**src/rtl/if_fetch_unit_pkg.sv**
```systemverilog
// Shared fetch-stage definitions: reset PC, bubble encoding and fetch FSM states.
package if_fetch_unit_pkg;

    localparam logic [31:0] RESET_PC  = 32'h0000_0000;
    localparam logic [31:0] PC_STEP   = 32'd4;
    localparam logic [31:0] NOP_INSTR = 32'h0000_0000;

    typedef enum logic [1:0] {
        S_REQ  = 2'd0,
        S_WAIT = 2'd1,
        S_BUF  = 2'd2
    } fetch_state_t;

endpackage

```
**src/rtl/if_fetch_unit_pc_register.sv**
```systemverilog
// Program counter with priority load over sequential increment; 32-bit wrap on increment.
module if_fetch_unit_pc_register
    import if_fetch_unit_pkg::*;
#(
    parameter logic [31:0] RESET_VALUE = RESET_PC,
    parameter logic [31:0] STEP        = PC_STEP
) (
    input  logic        clk,
    input  logic        rst,
    input  logic        load,
    input  logic        inc,
    input  logic [31:0] load_addr,
    output logic [31:0] pc
);

    always_ff @(posedge clk or posedge rst) begin
        if (rst) begin
            pc <= RESET_VALUE;
        end else if (load) begin
            pc <= load_addr;
        end else if (inc) begin
            pc <= pc + STEP;
        end
    end

endmodule

```
**src/rtl/if_fetch_unit.sv**
```systemverilog
// Instruction fetch: owns the PC, talks to a variable-latency imem, applies redirects and freeze.
module if_fetch_unit
    import if_fetch_unit_pkg::*;
#(
    parameter logic [31:0] RESET_PC_P  = RESET_PC,
    parameter logic [31:0] PC_STEP_P   = PC_STEP,
    parameter logic [31:0] NOP_INSTR_P = NOP_INSTR
) (
    input  logic        clk,
    input  logic        rst,
    input  logic        freeze,
    input  logic        branch_taken,
    input  logic [31:0] branch_addr,
    output logic        imem_rd_req,
    output logic [31:0] imem_addr,
    input  logic [31:0] imem_rdata,
    input  logic        imem_ready,
    output logic [31:0] PC,
    output logic [31:0] Instruction,
    output logic        fetch_valid
);

    fetch_state_t state, next_state;
    logic [31:0]  pc_reg;
    logic [31:0]  buf_word;
    logic         redirect_pend;
    logic [31:0]  redirect_addr;

    logic         pc_load, pc_inc, buf_load, pend_set, pend_clr;
    logic [31:0]  load_addr;
    logic         rd_req_c, valid_c;
    logic [31:0]  instr_c;

    if_fetch_unit_pc_register #(
        .RESET_VALUE (RESET_PC_P),
        .STEP        (PC_STEP_P)
    ) pc_register (
        .clk       (clk),
        .rst       (rst),
        .load      (pc_load),
        .inc       (pc_inc),
        .load_addr (load_addr),
        .pc        (pc_reg)
    );

    always_ff @(posedge clk or posedge rst) begin
        if (rst) begin
            state         <= S_REQ;
            buf_word      <= '0;
            redirect_pend <= 1'b0;
            redirect_addr <= '0;
        end else begin
            state <= next_state;
            if (buf_load) begin
                buf_word <= imem_rdata;
            end
            if (pend_set) begin
                redirect_pend <= 1'b1;
                redirect_addr <= branch_addr;
            end else if (pend_clr) begin
                redirect_pend <= 1'b0;
            end
        end
    end

    // REQ and WAIT share one arm: redirect_pend can only be set while a request is outstanding.
    always_comb begin
        next_state = state;
        pc_load    = 1'b0;
        pc_inc     = 1'b0;
        load_addr  = branch_addr;
        buf_load   = 1'b0;
        pend_set   = 1'b0;
        pend_clr   = 1'b0;
        rd_req_c   = 1'b0;
        valid_c    = 1'b0;
        instr_c    = NOP_INSTR_P;
        case (state)
            S_REQ, S_WAIT: begin
                rd_req_c = 1'b1;
                if (!imem_ready) begin
                    // The transaction cannot be abandoned, so a redirect is parked until it completes.
                    next_state = S_WAIT;
                    pend_set   = branch_taken;
                end else if (branch_taken) begin
                    pc_load    = 1'b1;
                    pend_clr   = 1'b1;
                    next_state = S_REQ;
                end else if (redirect_pend) begin
                    pc_load    = 1'b1;
                    load_addr  = redirect_addr;
                    pend_clr   = 1'b1;
                    next_state = S_REQ;
                end else begin
                    instr_c = imem_rdata;
                    valid_c = 1'b1;
                    if (freeze) begin
                        buf_load   = 1'b1;
                        next_state = S_BUF;
                    end else begin
                        pc_inc     = 1'b1;
                        next_state = S_REQ;
                    end
                end
            end
            S_BUF: begin
                if (branch_taken) begin
                    pc_load    = 1'b1;
                    next_state = S_REQ;
                end else begin
                    instr_c = buf_word;
                    valid_c = 1'b1;
                    if (!freeze) begin
                        pc_inc     = 1'b1;
                        next_state = S_REQ;
                    end
                end
            end
            default: next_state = S_REQ;
        endcase
    end

    // Reset gates the request and the fetched word immediately, independent of the clock.
    assign imem_rd_req = rd_req_c & ~rst;
    assign fetch_valid = valid_c & ~rst;
    assign Instruction = rst ? NOP_INSTR_P : instr_c;
    assign imem_addr   = pc_reg;
    assign PC          = pc_reg + PC_STEP_P;

endmodule

```
**config.mk**
```make
export PLATFORM = sky130hd
export DESIGN_NAME = if_fetch_unit
export DESIGN_NICKNAME = d
export VERILOG_FILES = /design/src/rtl/if_fetch_unit_pkg.sv /design/src/rtl/if_fetch_unit_pc_register.sv /design/src/rtl/if_fetch_unit.sv
export SDC_FILE = /design/constraint.sdc
export NUM_CORES = 1
export LEC_CHECK = 0
export ABC_AREA = 1
export CAP_MARGIN = 20
export CORE_MARGIN = 2
export CORE_UTILIZATION = 53
export DETAILED_ROUTE_END_ITERATION = 8
export GPL_ROUTABILITY_DRIVEN = 1
export PLACE_DENSITY = 0.85
export SLEW_MARGIN = 40
export SYNTH_ARGS = -nofsm -noshare
export SYNTH_HDL_FRONTEND = slang
export SYNTH_SLANG_ARGS = --single-unit
```
**constraint.sdc**
```tcl
create_clock -name clk -period 9.25 [get_ports clk]
set_input_delay 1.85 -clock clk [delete_from_list [all_inputs] [get_ports clk]]
set_output_delay 1.85 -clock clk [all_outputs]
set_load 0.02 [all_outputs]
```
After elaboration in Yosys (flattened, before gate mapping)
Cells that the tools add are included.

Register bits after elaboration: 99. Bits of input ports: 69. Output and inout bits: 98. Logic and storage cells: 62.

Add/subtract/negate cells: 1. Eq/ne operators: 3. Muxes and demuxes: 46. Bitwise gates (word level): 3. Reductions and logical operators: 4.

Operator list (number): $mux W32 (11); $pmux W32 S2 (1); $add A32 B3 Y32 const B (1); $mux W1 (24); $mux W2 (6); $pmux W1 S2 (3); $pmux W2 S2 (1); $reduce_bool A2 Y1 (2); $ne A3 B3 Y1 const B (1); $and A1 B1 Y1 (2); $eq A2 B1 Y1 const B (1); $eq A2 B2 Y1 const B (1); $logic_not A2 Y1 (1); $reduce_or A2 Y1 (1); $not A1 Y1 (1).

Depth between registers and ports, before layout
Gate-level depths: netlist of run 1.

Depth after elaboration: 7. Gate-level depth with buffers: 10. Mapped depth without buffers: 10.

Modules after synthesis
Synthesis of run 1 repeated with hierarchy kept, for this count alone.

Cells, all modules: 977. Area, all modules: 6503.7 um^2.

By module, submodules not included: if_fetch_unit (instances 1, cells an instance 664, area each 4309.1 um^2, sequential area each 1676.6 um^2); if_fetch_unit_pc_register (instances 1, cells an instance 313, area each 2194.6 um^2, sequential area each 800.8 um^2).

Least setup slack after synthesis of run 1
OpenSTA, ideal clock, no wires.

Path type: input to output. Start point: input branch_taken. End point: output Instruction[10]. Data arrival time: 2743 ps. Data required time: 7400 ps. Path slack: 4657 ps. Stages on the path: 4. Path buffers: 1. Cell sequence: inv_2 clkbuf_1 nand4_1 a21oi_1.

Cells in the longest elaborated chain, start to end: 4. Elaborated cells on any way between the ends: 5. Classes of those cells: mux (5).

RTL lines: start: declaration (RTL line if_fetch_unit.sv:12) `input logic branch_taken,`; $mux W32 (RTL line if_fetch_unit.sv:85) `end else if (branch_taken) begin`; $mux W32 (RTL line if_fetch_unit.sv:81) `if (!imem_ready) begin`; $pmux W32 S2 (*) (RTL line if_fetch_unit.sv:78) `case (state)`; $mux W32 (*) (RTL line if_fetch_unit.sv:126) `assign Instruction = rst ? NOP_INSTR_P : instr_c;`; end: declaration (RTL line if_fetch_unit.sv:19) `output logic [31:0] Instruction,`.

Mark *: on every way between the ends. The rest lies on a longest branch, timed or not.

Worst setup path in the final report of run 1
Start point: input imem_ready. End point: output Instruction[15].

Cells in the longest elaborated chain, start to end: 3.

RTL lines: start: declaration (RTL line if_fetch_unit.sv:17) `input logic imem_ready,`; $mux W32 (RTL line if_fetch_unit.sv:81); $pmux W32 S2 (RTL line if_fetch_unit.sv:78); $mux W32 (RTL line if_fetch_unit.sv:126).

No other way between the ends.

==> results of run 1 <==
-- synth_stat cells (all sizes together) (5+ instances only) --
master,instances,area [µm²]
o211ai,12,90.1
nand2,295,1130
nand3,56,285
o21ai,47,239
nand3b,5,37.5
a21oi,37,185
mux2,27,379
buf,24,150
xor2,8,85.1
nand4,32,200
dfrtp,99,2480
inv,82,308
clkbuf,20,75.1
nor2,65,294
-- routing by layer --
metal | track usage | up-vias
li1 | - | 2925
met1 | 0.356 | 2707
met2 | 0.421 | 238
met3 | 0.0656 | 30
met4 | 0.0867 | 0
met5 | 0 | -
-- worst min-delay path, cell delays in order (launching register included) --
cell                      delay [ps]
sky130_fd_sc_hd__dfrtp_1         340
sky130_fd_sc_hd__nand2_1          50
sky130_fd_sc_hd__o21ai_0          60
-- path summary, 6_finish.rpt --
kind / endpoint / slack, ps / cells after the start
worst max register to register: buf_word[22] / 6770 / 6
min in group asynchronous: buf_word[12] / 2270 / 2
worst max-delay path: Instruction[15] / 3440 / 8
worst min-delay path: redirect_addr[1] / 490 / 2
worst min register to register: redirect_addr[1] / 490 / 2
max in group asynchronous: pc_register.pc[10] / 6050 / 3
-- placed cells by master, fill, tap and decap left out, types with 2 or more instances in the layout --
cell / count
sky130_fd_sc_hd__mux2_4: 20
sky130_fd_sc_hd__nor2_4: 5
sky130_fd_sc_hd__nor2_1: 55
sky130_fd_sc_hd__inv_1: 76
sky130_fd_sc_hd__mux2_2: 4
sky130_fd_sc_hd__nor2_2: 5
sky130_fd_sc_hd__o21ai_1: 7
sky130_fd_sc_hd__clkinv_4: 3
sky130_fd_sc_hd__nand3b_1: 5
sky130_fd_sc_hd__o21bai_1: 2
sky130_fd_sc_hd__and2_1: 3
sky130_fd_sc_hd__a21oi_1: 37
sky130_fd_sc_hd__buf_4: 5
sky130_fd_sc_hd__nand2_1: 288
sky130_fd_sc_hd__xor2_1: 6
sky130_fd_sc_hd__nand4_1: 32
sky130_fd_sc_hd__o211ai_1: 12
sky130_fd_sc_hd__clkbuf_16: 9
sky130_fd_sc_hd__clkinv_2: 2
sky130_fd_sc_hd__xnor2_1: 4
sky130_fd_sc_hd__mux2_1: 3
sky130_fd_sc_hd__nand2_2: 6
sky130_fd_sc_hd__inv_2: 5
sky130_fd_sc_hd__nand3_1: 55
sky130_fd_sc_hd__o21ai_0: 39
sky130_fd_sc_hd__xor2_2: 2
sky130_fd_sc_hd__inv_6: 2
sky130_fd_sc_hd__clkdlybuf4s50_1: 166
sky130_fd_sc_hd__dfrtp_1: 99
-- area by class of cell --
class | count | area, µm² | share of cell area
Multi-Input combinational cell | 596 | 3020 | 0.377
Sequential cell | 99 | 2480 | 0.310
Timing Repair Buffer | 172 | 1710 | 0.214
Clock inverter | 6 | 55.1 | 0.00688
Tap cell | 140 | 175 | 0.0219
Inverter | 85 | 324 | 0.0405
Clock buffer | 10 | 239 | 0.0299
-- through the flow --
step	total power, mW	worst slack (ps)	hold slack [ps]	cells
global placement	1.18	3530	465	1092
finish	1.56	3440	489	1108
CTS	1.57	3430	491	1108
detailed placement	1.19	3440	472	1092
global route	1.65	3250	497	1108
floorplan	0.940	4430	448	824
-- cells by family (layout without fill, tap and decap cells) --
family / count (synthesis) / after routing / share of synthesized area
AND/OR/NAND/NOR: 458 / 458 / 0.327
buffers and inverters: 129 / 273 / 0.0903
flip-flops: 99 / 99 / 0.410
AO/OA/AOI/OAI: 98 / 98 / 0.0876
multiplexers: 27 / 27 / 0.0628
XOR/XNOR: 12 / 12 / 0.0199
adder cells (fa/ha/maj): 1 / 1 / 0.00207
-- power by group --
| group | switching [mW] | internal, mW | total (mW) |
|---|---|---|---|
| registers | 0.0915 | 0.526 | 0.617 |
| clock network | 0.181 | 0.195 | 0.377 |
| logic | 0.302 | 0.269 | 0.571 |
| total | 0.575 | 0.990 | 1.56 |
==> summary.md, run 1 <==
The run gives 2 as the number of buffers on the longest clock path. The startpoint identified for the worst hold timing path is redirect_addr[1]. STA classifies the critical path endpoint as a primary output. The mean cell area of the mapped netlist was 7.33 µm². The number of nets handed over by synthesis was 894. Relative to the synthesized area, the layout overhead comes to 32.4%.

The detailed router put a total of 7100 µm of wire on met1. The share of synthesized flip-flops with an asynchronous set or reset was 1.00. Setup repair after global routing left no endpoint under its margin. The type of the most critical hold path is register to register.

The overall die height is 111 µm. For the sequential-to-total area share from yosys stat, the log shows 0.410. The post-cts sizing count is 0, and the period utilization is 0.628. The clock tree synthesis step divided the H-tree into 3 levels. For the first-pass GRT wire length, the log shows 27100 µm. The floorplan step defined a core boundary enclosing 11000 µm². After detailed routing, the met3 layer carries 1270 µm of wire.

The critical path starts at imem_ready. The overall routed net length was 16000 µm. In the synthesized netlist the dominant register cell turns out to be sky130_fd_sc_hd__dfrtp_1. The cell type of the slowest stage on the worst timing path was sky130_fd_sc_hd__clkdlybuf4s50_1.

The worst path needs 5810 ps of the cycle, external delays included. The logs give 7700 µm² for the instance area after placement and 0.578 for the worst slew slack as a fraction of its limit. The final worst clock skew is 9.04 ps.

The floorplan has 38 rows. The top layer reached by signal wires is met4. The startpoint identified for the worst register-to-register timing path is state[1].

Counting the fill cells in the layout gives 875. The count of buffers added on input and output ports is 166. After legalization and detailed placement, the total HPWL measured 11400 µm. Max-cap violations in this run came to 0. The required time reported for the critical path endpoint is 7400 ps. After detailed routing, the met2 layer carries 7290 µm of wire.

For this block, the via count after detailed routing is 5900. The routability congestion estimate was 0.937; the final setup TNS was 0 ps. At the worst endpoint, the arrival time is 3960 ps. The maximum number of pins on one net before global-route repair is 64. In the routed design, unresolved DRC markers number 0. The tools report the violation count after the first detailed-route iteration as 443.

Pin placement for this block handled 167 I/O pins. The number of antenna violations at the first check in global routing is 0. The mapped netlist covers 6040 µm². The worst setup path is launched from a primary input.

The finished cells cover 8000 µm². The biggest cell delay along the critical path was 640 ps. For the worst vdd rail ir drop, the log shows 0.163 mV. The cell that appears most often on the critical path is sky130_fd_sc_hd__clkdlybuf4s50_1. In this design, the largest share of critical-path delay is due to buffers and inverters. The number of global-route vias before repair was 5562. The total global routing overflow came out at 0. In this run, post-CTS hold repair placed 0 buffers.

In this run, distinct cell masters in the synthesized netlist total 35. The Yosys step of the flow raised 0 warnings. Final core area utilization: 0.728. Final number of setup-violating endpoints: 0. The remaining antenna violation count after routing was 0; the vias per cell was 5.32. The run gives 0 as the final antenna diode count.

For this design the ratio of total power to cell area is 196 nW/µm². Counting the buffers created by CTS gives 9. The logs give 3.70 nW for the leakage power summed over all cells and 1033 for the net count reported at finish. Dividing the detail-routed wire length by the instance count gives 14.5 µm. The floorplan step defined a die boundary enclosing 12300 µm². Starting density of the core: 0.550. The library cell used as clock root buffer is sky130_fd_sc_hd__clkbuf_16. At the later pin of the worst-skew pair, clock insertion delay measures 350 ps. Buffers added to address setup during post-CTS repair amount to 0. Number of optimization iterations in the first detailed-route pass: 5.

The clock sink total came out at 99. The worst setup path is of the primary input to primary output kind. The maximum fanout along the worst path is 41.

TritonCTS built the clock tree. Traced cell by cell, the critical path runs through clkdlybuf4s50_1 > inv_2 > nor2_4 > nand2_2 > clkinv_2 > nand2_1 > a21oi_1 > clkdlybuf4s50_1. The run finished with clean final reports. The chip width is 111 µm. At the pin with the least slew margin, the transition time is 632 ps. The number of buffer and inverter instances along the worst setup path came out at 4.

Clock-pin slew was measured on the worst setup and hold paths at 70 ps. The number of flip-flops and latches in the synthesized netlist is 99. The run gives 0.264 as the global-route usage over all layers.

The fmax was 172 MHz. The number of enable flip-flop cells after synthesis was 0; the share of cells above drive strength 1 was 0.0785. The tools report the final number of max-transition violations as 0. Counting every instance in the synthesized netlist gives 824. The hold violation count in the final report was 0.
Note: power is estimated with default switching activity, not from simulation.
==> inputs of run 2 (changes only) <==
--- a/config.mk
+++ b/config.mk
@@ -8,10 +8,10 @@
 export ABC_AREA = 1
 export CAP_MARGIN = 20
 export CORE_MARGIN = 2
-export CORE_UTILIZATION = 53
+export CORE_UTILIZATION = 44
 export DETAILED_ROUTE_END_ITERATION = 8
 export GPL_ROUTABILITY_DRIVEN = 1
-export PLACE_DENSITY = 0.85
+export PLACE_DENSITY = 0.75
 export SLEW_MARGIN = 40
 export SYNTH_ARGS = -nofsm -noshare
 export SYNTH_HDL_FRONTEND = slang
==> constraint.sdc (replaced) <==
create_clock -name clk -period 4.65 [get_ports clk]
set_input_delay 0.93 -clock clk [delete_from_list [all_inputs] [get_ports clk]]
set_output_delay 0.93 -clock clk [all_outputs]
set_load 0.02 [all_outputs]
==> summary.md, run 2 (synthesis gave the netlist of run 1 again) <==
Setup violations remaining at the end of the flow were counted as 0. Final number of max-transition violations: 0. At the end of routability-driven placement, the weighted congestion stood at 0.941. Once the clock tree was built, the setup fixing pass inserted 0 buffers. The placed instances occupy a cell area of 7760 µm².

From left edge to right edge, the die measures 121 µm. The worst path meets setup with 697 ps of slack. Counting stages on the worst path, the most repeated cell is sky130_fd_sc_hd__clkdlybuf4s50_1. The first-pass GRT wire length is 26300 µm, and the clock edge transition at the registers on the reported setup and hold paths is 70 ps. The tools report the worst slew slack as a fraction of its limit as 0.578. The vias after detailed routing is 5809.

The arrival time at the worst endpoint was 3020 ps; the layout-stage area growth over the synthesis result was 33.7%. The number of buffer and inverter instances along the worst setup path was 4. The post-cts sizing count was 0. The layer carrying the most global-route usage was met2. For the fmax, the log shows 253 MHz. The floorplan core area came out at 13300 µm².

The met3 global-route usage is 0.0522, and the total I/O pin count is 167. CTS built an H-tree with a depth of 3. The global-route usage over all layers came out at 0.225. The setup path with the least slack is of type primary input to primary output. The period utilization was 0.850; the overall die height was 121 µm. The type of the most critical hold path is register to register. The kind of cell adding the most delay to the critical path is buffers and inverters. After layout, the minimum clock period comes to 3950 ps.

The final worst clock skew was 5.44 ps; the wire length per cell was 14.1 µm. The most common cell after layout, fill and taps aside is sky130_fd_sc_hd__nand2_1. The number of antenna diodes in the final layout is 0. Before antenna repair, the detailed router went through 5 iterations. Entering global routing, the biggest net connects 64 pins. The logs give 0 for the residual DRC count and 5279 for the number of global-route vias before repair.

The number of clock buffers inserted by TritonCTS came out at 9. The run gives 1.12 mW as the power spent charging and discharging nets. For the worst setup path, the data required time is 3720 ps. The floorplan die area is 14700 µm². Cell internal power was estimated by the tool at 2.05 mW. The vias per cell came out at 5.08. On the critical path, the stage with the largest delay is an instance of sky130_fd_sc_hd__clkdlybuf4s50_1. The run gives 0 as the number of antenna violations at the first check in global routing. Once detail routing completed, the nets flagged for antenna violations numbered 0. After routing the design area is 8080 µm². The design draws 3.17 mW. After legalization and detailed placement, the total HPWL measured 11400 µm. The clock network power share is 0.254, and the met1 track demand over resource is 0.317. The share of cells above drive strength 1 came out at 0.0786. The flow ran to the end, and the final reports show no timing, DRC or antenna violations.

Buffers inserted to repair hold after CTS numbered 0. At the placement stage, the worst setup path has a slack of 712 ps. The worst-case IR drop observed on VDD is 0.184 mV.

In this design, the stage delay of the slowest critical-path cell is 640 ps. For the pin with the worst max-slew slack, the measured transition is 632 ps. TritonCTS built the clock tree.

Setup total negative slack on the finished layout was measured at 0 ps. The total global routing overflow was 0. At the end of the flow, the number of nets in the layout was 1032.

The run gives 0 as the count of maximum capacitance violations. The relative contribution of combinational cells to total power came out at 0.358. Met2 capacity usage during global routing: 0.348. The critical path endpoint category was a primary output. Overall routed net length: 16100 µm.

The number of buffers on the longest clock path was 2; the sequential power share was 0.388. Buffers placed on the I/O ports in this run total 166. For the starting density of the core, the log shows 0.453. Maximum fanout along the worst path: 41. In the layout the commonest cells are sky130_fd_sc_hd__nand2_1 (287), sky130_fd_sc_hd__clkdlybuf4s50_1 (166), sky130_fd_sc_hd__dfrtp_1 (99), sky130_fd_sc_hd__inv_1 (76). Library cell used as clock root buffer: sky130_fd_sc_hd__clkbuf_16. The analysis attributes to cell leakage a power of 3.72 nW. The initialized floorplan defines 42 standard-cell rows. The critical path goes through clkdlybuf4s50_1 > inv_2 > nor2_4 > nand2_2 > clkinv_2 > nand2_1 > a21oi_1 > clkdlybuf4s50_1. Clock latency on the worst-skew pair: 350 ps. In this run the power density over the cells is 392 nW/µm².

The run gives 99 as the clock sink total. The tools report the critical path launch point type as a primary input. The switching power share of the total came out at 0.352. Setup repair after global routing left no endpoint under its margin.

The final core area utilization came out at 0.605. The tools report the hold violation count in the final report as 0. In this run, the number of DRC markers left after iteration 0 of detailed routing was 549.
## run 2: cell count changes in the layout (fill, tap and decap cells not counted), sizes merged
cell,previous run,this run
inv,85,82
bufinv,0,2
clkinv,6,8
buf,6,5
clkbuf,10,9
## run 2: path summary, 6_finish.rpt
| path | end | slack [ps] | start | cells past startpoint |
|---|---|---|---|---|
| max | Instruction[8] | 700 | imem_ready | 8 |
| min | buf_word[28] | 490 | buf_word[28] | 2 |
| max reg2reg | buf_word[21] | 2180 | state[1] | 6 |
| min reg2reg | buf_word[28] | 490 | buf_word[28] | 2 |
| max in group asynchronous | pc_register.pc[26] | 2400 | rst | 4 |
| min in group asynchronous | buf_word[27] | 1640 | rst | 3 |
## run 2: layout make-up
| type | count | area (µm²) |
|---|---|---|
| fillers | 1234 | 5270 |
| multi-input cells | 596 | 3030 |
| repair buffers | 171 | 1710 |
| inverters | 85 | 327 |
| flip-flops and latches | 99 | 2480 |
| well taps | 176 | 220 |
| clock buffers | 9 | 225 |
| clock inverters | 7 | 92.6 |
## run 2: stage by stage
step           hold slack, ps  cells
5_1_grt                   504   1143
3_5_place_dp              468   1127
3_3_place_gp              465   1127
6_report                  487   1143
2_1_floorplan             448    824
4_1_cts                   489   1143
## run 2: metal layers
layer  vias up  part of all wire
met5         -                 0
met4         0             0.020
met3        23             0.074
met2       235              0.44
met1      2642              0.46
li1       2909                 -
## run 2: power groups by stage
stage	Combinational (mW)	Sequential, mW	Clock [mW]
floorplan	0.598	1.27	0
detailed placement	1.14	1.23	0
global placement	1.12	1.24	0
finish	1.14	1.23	0.804
CTS	1.14	1.23	0.822
global route	1.23	1.26	0.858
## run 2: worst reg2reg max path: cells and delay by family (launching register included)
kind / cells / cell delay, ps
multiplexers: 1 / 400
AND/OR/NAND/NOR: 3 / 840
buffers and inverters: 2 / 800
flip-flops: 1 / 320
